==> config.mk <==
export PLATFORM = sky130hd
export DESIGN_NAME = mem_arbiter
export DESIGN_NICKNAME = d
export VERILOG_FILES = /design/src/rtl/mem_arbiter.sv
export SDC_FILE = /design/constraint.sdc
export NUM_CORES = 1
export LEC_CHECK = 0
export BUFFER_PORTS_ARGS = -buffer_cell sky130_fd_sc_hd__buf_2
export CORE_ASPECT_RATIO = 0.75
export CORE_MARGIN = 3
export CORE_UTILIZATION = 35
export CTS_CLUSTER_DIAMETER = 120
export DETAILED_ROUTE_END_ITERATION = 16
export GPL_TIMING_DRIVEN = 0
export PLACE_DENSITY = 0.65
export SLEW_MARGIN = 20
export SYNTH_ARGS = -nofsm -noshare
export SYNTH_HDL_FRONTEND = slang
export SYNTH_SLANG_ARGS = --single-unit
==> constraint.sdc <==
create_clock -name clock -period 2.68 [get_ports clock]
set_input_delay 0.536 -clock clock [delete_from_list [all_inputs] [get_ports clock]]
set_output_delay 0.536 -clock clock [all_outputs]
set_load 0.005 [all_outputs]
==> src/rtl/mem_arbiter.sv <==
// Two-master arbiter (CPU and program loader) in front of a single-port synchronous RAM.
// Each access takes an address cycle and a data cycle; done/rdata are registered on exit.
module mem_arbiter #(
  parameter int unsigned ADDR_W = 4,
  parameter int unsigned DATA_W = 8
) (
  input  logic              clock,
  input  logic              reset,

  input  logic              cpu_req,
  input  logic              cpu_we,
  input  logic [ADDR_W-1:0] cpu_addr,
  input  logic [DATA_W-1:0] cpu_wdata,
  output logic              cpu_gnt,
  output logic              cpu_done,
  output logic [DATA_W-1:0] cpu_rdata,

  input  logic              ldr_req,
  input  logic              ldr_we,
  input  logic [ADDR_W-1:0] ldr_addr,
  input  logic [DATA_W-1:0] ldr_wdata,
  input  logic              ldr_lock,
  output logic              ldr_gnt,
  output logic              ldr_done,
  output logic [DATA_W-1:0] ldr_rdata,

  output logic [ADDR_W-1:0] mem_addr,
  output logic [DATA_W-1:0] mem_wdata,
  output logic              mem_we,
  input  logic [DATA_W-1:0] mem_rdata
);

  typedef enum logic [2:0] {
    StIdle  = 3'd0,
    StCAddr = 3'd1,
    StCData = 3'd2,
    StLAddr = 3'd3,
    StLData = 3'd4
  } state_e;

  state_e              state_q, state_d;
  logic                last_ldr_q, last_ldr_d;
  logic                cpu_done_q, ldr_done_q;
  logic [DATA_W-1:0]   cpu_rdata_q, ldr_rdata_q;

  always_comb begin
    state_d    = state_q;
    last_ldr_d = last_ldr_q;
    cpu_gnt    = 1'b0;
    ldr_gnt    = 1'b0;
    mem_addr   = '0;
    mem_wdata  = '0;
    mem_we     = 1'b0;

    unique case (state_q)
      StIdle: begin
        // Lock locks the CPU out entirely; otherwise round-robin on a tie.
        if (ldr_lock) begin
          if (ldr_req) state_d = StLAddr;
        end else if (cpu_req && ldr_req) begin
          state_d = last_ldr_q ? StCAddr : StLAddr;
        end else if (cpu_req) begin
          state_d = StCAddr;
        end else if (ldr_req) begin
          state_d = StLAddr;
        end
        if (state_d == StCAddr) last_ldr_d = 1'b0;
        if (state_d == StLAddr) last_ldr_d = 1'b1;
      end
      StCAddr: begin
        cpu_gnt   = 1'b1;
        mem_addr  = cpu_addr;
        mem_wdata = cpu_wdata;
        mem_we    = cpu_we;
        state_d   = StCData;
      end
      StCData: begin
        cpu_gnt   = 1'b1;
        mem_addr  = cpu_addr;
        mem_wdata = cpu_wdata;
        state_d   = StIdle;
      end
      StLAddr: begin
        ldr_gnt   = 1'b1;
        mem_addr  = ldr_addr;
        mem_wdata = ldr_wdata;
        mem_we    = ldr_we;
        state_d   = StLData;
      end
      StLData: begin
        ldr_gnt   = 1'b1;
        mem_addr  = ldr_addr;
        mem_wdata = ldr_wdata;
        state_d   = StIdle;
      end
      default: state_d = StIdle;
    endcase
  end

  always_ff @(posedge clock) begin
    if (reset) begin
      state_q     <= StIdle;
      last_ldr_q  <= 1'b1;
      cpu_done_q  <= 1'b0;
      ldr_done_q  <= 1'b0;
      cpu_rdata_q <= '0;
      ldr_rdata_q <= '0;
    end else begin
      state_q    <= state_d;
      last_ldr_q <= last_ldr_d;
      cpu_done_q <= (state_q == StCData);
      ldr_done_q <= (state_q == StLData);
      // RAM data for the address cycle is valid during the data cycle.
      if (state_q == StCData && !cpu_we) cpu_rdata_q <= mem_rdata;
      if (state_q == StLData && !ldr_we) ldr_rdata_q <= mem_rdata;
    end
  end

  assign cpu_done  = cpu_done_q;
  assign ldr_done  = ldr_done_q;
  assign cpu_rdata = cpu_rdata_q;
  assign ldr_rdata = ldr_rdata_q;

endmodule

==> Word-level counts from Yosys, hierarchy flattened <==
Index checks and enable logic that the tools add are counted.
{ "totals": {"latch_bits": 0, "memories": 0, "ramBits": 0, "mem_bits_ro": 0, "out_inout_bits": 33, "ff_bits": 22} }
{ "op_classes": {"multipliers": 0, "n_reduce_logical": 10, "muxes": 14, "add_sub_neg": 0, "eq_ne": 6, "div": 0, "n_lt_le_gt_ge": 0, "bitwise": 0, "shift": 0} }
{ "ops": {"columns": ["operator", "count"], "rows": [
  ["$pmux W8 S2", 1],
  ["$mux W3", 5],
  ["$eq A3 B2 Y1 const B", 3],
  ["$pmux W3 S3", 1],
  ["$pmux W4 S2", 1],
  ["$eq A3 B1 Y1 const B", 2],
  ["$mux W1", 4],
  ["$reduce_or A2 Y1", 2],
  ["$eq A3 B3 Y1 const B", 1],
  ["$logic_and A1 B1 Y1", 3],
  ["$logic_not A3 Y1", 1],
  ["$logic_not A1 Y1", 2],
  ["$mux W2", 1],
  ["$pmux W1 S2", 1],
  ["$reduce_and A2 Y1", 1],
  ["$reduce_bool A2 Y1", 1]
]} }

==> Depth between registers and ports, before layout <==
{ "depth": {"depth_word": 8, "mapped_depth": 4, "ltp_nobuf": 2} }

==> Worst setup path after synthesis <==
Ideal clock, no wire load.
{ "synth_path": {"path_type": "register to output", "startpoint": "reg state_q[2]", "endpoint": "out mem_wdata[0]", "setup_slack_ps": 1015, "arrival_time_ps": 1129, "stages_incl_launch_ff": 4, "n_path_buf": 1, "required_ps": 2144, "cell_sequence": "dfxtp_1 -> clkbuf_1 -> or4bb_1 -> o221ai_1"} }
{ "synth_via": {"elab_chain_cells": 3} }
{ "synth_lines": {"columns": ["element", "line_no", "rtl"], "rows": [
  ["start, declared", "41", "state_e state_q, state_d;"],
  ["start signal, assigned", "102", "state_q <= StIdle;"],
  ["start signal, assigned", "109", "state_q <= state_d;"],
  ["$eq A3 B3 Y1 (tied with other cells)", "55", "unique case (state_q)"],
  ["$reduce_or A2 Y1 (no source line)", null, null],
  ["$pmux W8 S2 *", "55", null],
  ["end, declared", "28", "output logic [DATA_W-1:0] mem_wdata,"]
]} }
Mark *: on every way between the ends. The rest lies on a longest branch, timed or not.

==> Worst setup path in the final report <==
{ "layout_path": {"startpoint": "reg state_q[2]", "endpoint": "out mem_addr[1]"} }
{ "layout_via": {"elab_chain_cells": 3} }
{ "layout_lines": {"columns": ["element", "line_no", "rtl"], "rows": [
  ["$eq A3 B3 Y1 (tied with other cells)", "55", null],
  ["$reduce_or A2 Y1 (no source line)", null, null],
  ["$pmux W4 S2 *", "55", null],
  ["end, declared", "27", "output logic [ADDR_W-1:0] mem_addr,"]
]} }
Marked as above.

==> PnR_summary.wiki <==
{| class="wikitable"
! Metric !! Value
|-
| 1st-pass router iterations || 4
|-
| Placement-stage worst setup slack || 0.709 ns
|-
| Die Height || 61.0 µm
|-
| Number of setup buffers added after CTS || 0
|-
| Peak supply drop || 0.257 mV
|-
| Top cells by instance count after synthesis || 29 x sky130_fd_sc_hd__mux2i_1, 25 x sky130_fd_sc_hd__nand2b_1, 22 x sky130_fd_sc_hd__dfxtp_1, 13 x sky130_fd_sc_hd__nand2_1, 12 x sky130_fd_sc_hd__o221ai_1
|-
| Dominant cell type by area after synthesis || sky130_fd_sc_hd__dfxtp_1
|-
| Buffer levels on the longest clock path || 2
|-
| Cell types with the largest area share after synthesis || sky130_fd_sc_hd__dfxtp_1 31%, sky130_fd_sc_hd__mux2i_1 21%, sky130_fd_sc_hd__nand2b_1 11%
|-
| Worst path required time || 2.14 ns
|-
| Maximum fanout along the worst path || 10
|-
| Result of the run || finished clean
|-
| WL final || 3.68 mm
|-
| Total count of max-transition violations in the final report || 0
|-
| Worst max-slew margin expressed relative to the limit || 0.706
|-
| Drt drc || 0
|-
| Cell variety after synth || 24
|-
| Number of placement rows || 19
|-
| Starting density of the core || 0.375
|-
| CTS tree || done
|-
| Worst-Skew Late Latency || 0.26 ns
|-
| Highest clock rate || 439 MHz
|-
| Vias in the first global route || 1174
|-
| Worst Path Arrival || 1.74 ns
|-
| Core box area || 3760 µm²
|-
| Unrepaired setup endpoints after global routing || no
|-
| Layout Area Growth over Synthesis || 33.4%
|-
| Count of max-cap constraint violations || 0
|-
| Setup TNS after final layout || 0 ns
|-
| Fin cells || 278
|-
| Clock period minus worst slack || 2.28 ns
|-
| Post-synth top flop || sky130_fd_sc_hd__dfxtp_1
|-
| Pwr dens || 414 nW/µm²
|-
| Final estimated routing congestion in global placement || 0.705
|-
| Category of the most critical setup path || register to output port
|-
| Synth Instances || 152
|-
| Syn_area_per_cell || 9.28 µm²
|-
| Final antenna-violating net count || 0
|-
| Number of enable flip-flop cells after synthesis || 0
|-
| Number of warning messages in the yosys log || 0
|-
| Hold Violations, Final || 0
|-
| Routed wirelength normalized by instance count || 13.2 µm
|-
| Ordered list of cells on the worst path || clkbuf_1 -> or4bb_1 -> o221ai_1 -> buf_2
|-
| Classification of the worst-slack hold path || register to register
|-
| Portion of the post-synthesis area used by sequential elements || 0.312
|-
| Synth async-reset ratio || 0
|-
| Kind of end point of the critical path || output port
|-
| CTS Root Cell || sky130_fd_sc_hd__clkbuf_8
|-
| Port buffer count || 70
|-
| Seq cells post-synth || 22
|-
| Half-perimeter wire length after detailed placement || 2.90 mm
|-
| Via count normalized by instance count || 4.99
|-
| Setup slack of the critical path after layout || 0.405 ns
|-
| Number of instances resized during post-cts repair || 0
|-
| CTS sink count || 22
|-
| Synth Net Count || 191
|-
| Cell with the most instances after synthesis || sky130_fd_sc_hd__mux2i_1
|-
| Fraction of layout instances using a drive strength above 1 || 0.372
|-
| Flop-to-flop setup slack || 1.13 ns
|-
| Final period util || 0.849
|-
| Final core utilization || 0.501
|-
| Startpoint type of the worst setup path || register
|-
| Cts hold-fix bufs || 0
|-
| Number of levels the H-tree was split into || 1
|-
| Share of Yosys cell area claimed by the top area cell type || 0.312
|-
| Number of buffers created by CTS || 3
|-
| Post-Route Skew || 0.00111 ns
|-
| Clock Pin Slew Worst Setup and Hold Paths || 0.07 ns
|-
| Number of top-level pins || 72
|-
| 1st-iter DRT viols || 54
|-
| Slowest stage cell, crit path || sky130_fd_sc_hd__or4bb_1
|-
| Global routing usage summed across all routing layers || 0.145
|-
| Placed cells || 274
|-
| Transition time at the pin with the least slew margin || 0.441 ns
|-
| Dominant delay contributor by cell family on the critical path || simple AND/OR/NAND/NOR gates
|-
| Number of antenna repair diodes || 0
|-
| Wire length of the first global-routing pass || 5.66 mm
|-
| Largest net degree at the start of global routing || 13
|-
| Post-layout nets || 266
|-
| Worst Path Buf+Inv || 2
|-
| Number of antenna violations at the first check in global routing || 0
|-
| Area of the die || 4830 µm²
|-
| Number of setup violations in the final report || 0
|-
| Maximum cell stage delay along the critical path || 0.52 ns
|-
| Horizontal extent of the die || 79.3 µm
|-
| Gr ovfl total || 0
|-
| Total power consumption of the routed design || 779 µW
|-
| Via count || 1386
|-
| Static leakage || 0.900 nW
|-
| Summed instance area of the synthesized netlist || 1410 µm²
|}
[state kept, by name, summed over array words and instances, names as in the netlist]
register    flops
state_q         3
last_ldr_q      1
cpu_rdata       8
ldr_done        1
ldr_rdata       8
cpu_done        1
[report_power, final]
part / switching [mW] / leakage [nW] / internal, mW
Combinational: 0.100 / 0.693 / 0.101
Sequential: 0.00707 / 0.178 / 0.337
Clock: 0.103 / 0.0288 / 0.131
Total: 0.210 / 0.900 / 0.569
[worst reg2reg max path, cell delays in order, from the launching register on]
cell	delay, ns
sky130_fd_sc_hd__dfxtp_1	0.35
sky130_fd_sc_hd__clkbuf_1	0.30
sky130_fd_sc_hd__nor4b_1	0.30
sky130_fd_sc_hd__buf_2	0.32
sky130_fd_sc_hd__mux2i_1	0.21
[per-layer routing]
| layer | wire length (µm) | track usage |
|---|---|---|
| met5 | 0 | 0 |
| met4 | 0 | 0.00735 |
| met3 | 139 | 0.0356 |
| met2 | 1720 | 0.231 |
| met1 | 1820 | 0.211 |
[placed cells by master (no fill, tap or decap)]
master,netlist,routed
sky130_fd_sc_hd__buf_2,7,77
sky130_fd_sc_hd__nor2b_1,1,1
sky130_fd_sc_hd__o221ai_1,12,12
sky130_fd_sc_hd__nor4b_1,4,4
sky130_fd_sc_hd__a32oi_1,1,1
sky130_fd_sc_hd__and3_1,1,1
sky130_fd_sc_hd__mux2i_1,29,29
sky130_fd_sc_hd__nor2_1,7,7
sky130_fd_sc_hd__xnor2_1,1,1
sky130_fd_sc_hd__nand2_1,13,13
sky130_fd_sc_hd__or2_2,1,1
sky130_fd_sc_hd__nand2b_1,25,25
sky130_fd_sc_hd__or3b_2,1,1
sky130_fd_sc_hd__buf_6,1,1
sky130_fd_sc_hd__o211a_1,1,1
sky130_fd_sc_hd__nand4bb_1,3,3
sky130_fd_sc_hd__or4bb_1,9,9
sky130_fd_sc_hd__dfxtp_1,22,22
sky130_fd_sc_hd__nand3b_1,1,1
sky130_fd_sc_hd__or4b_1,2,2
sky130_fd_sc_hd__clkbuf_8,0,4
sky130_fd_sc_hd__clkbuf_1,7,7
sky130_fd_sc_hd__inv_1,1,1
sky130_fd_sc_hd__buf_1,1,1
sky130_fd_sc_hd__nor4bb_1,1,1
[path summary, 6_finish.rpt]
| kind | endpoint | start | cells past startpoint |
|---|---|---|---|
| hold reg to reg | ldr_rdata[6] | ldr_rdata[6] | 2 |
| hold / removal | ldr_rdata[6] | ldr_rdata[6] | 2 |
| setup reg to reg | cpu_rdata[4] | state_q[1] | 4 |
| setup / recovery | mem_addr[1] | state_q[2] | 4 |
[cell type report]
type / count / area [µm²]
tap: 52 / 65.1
inverter: 1 / 3.75
clock buffer: 4 / 55.1
fill: 390 / 1880
timing repair buffer: 70 / 350
multi-input combinational: 113 / 890
sequential: 22 / 440
buffer: 16 / 76.3
[per-stage QoR]
stage	instance area (µm²)	hold WS [ns]
final	1880	0.473
after global routing	1880	0.495
after CTS	1880	0.478
after detailed placement	1830	0.464
after global placement	1830	0.460
after floorplan	1410	0.465
[cell families after synthesis]
| logic type | share of synthesized area |
|---|---|
| AO/OA/AOI/OAI | 0.0878 |
| XOR/XNOR | 0.00621 |
| buffers and inverters | 0.0568 |
| flip-flops | 0.312 |
| multiplexers | 0.206 |
| AND/OR/NAND/NOR | 0.331 |
No activity file was read; power rests on OpenSTA's default activity.
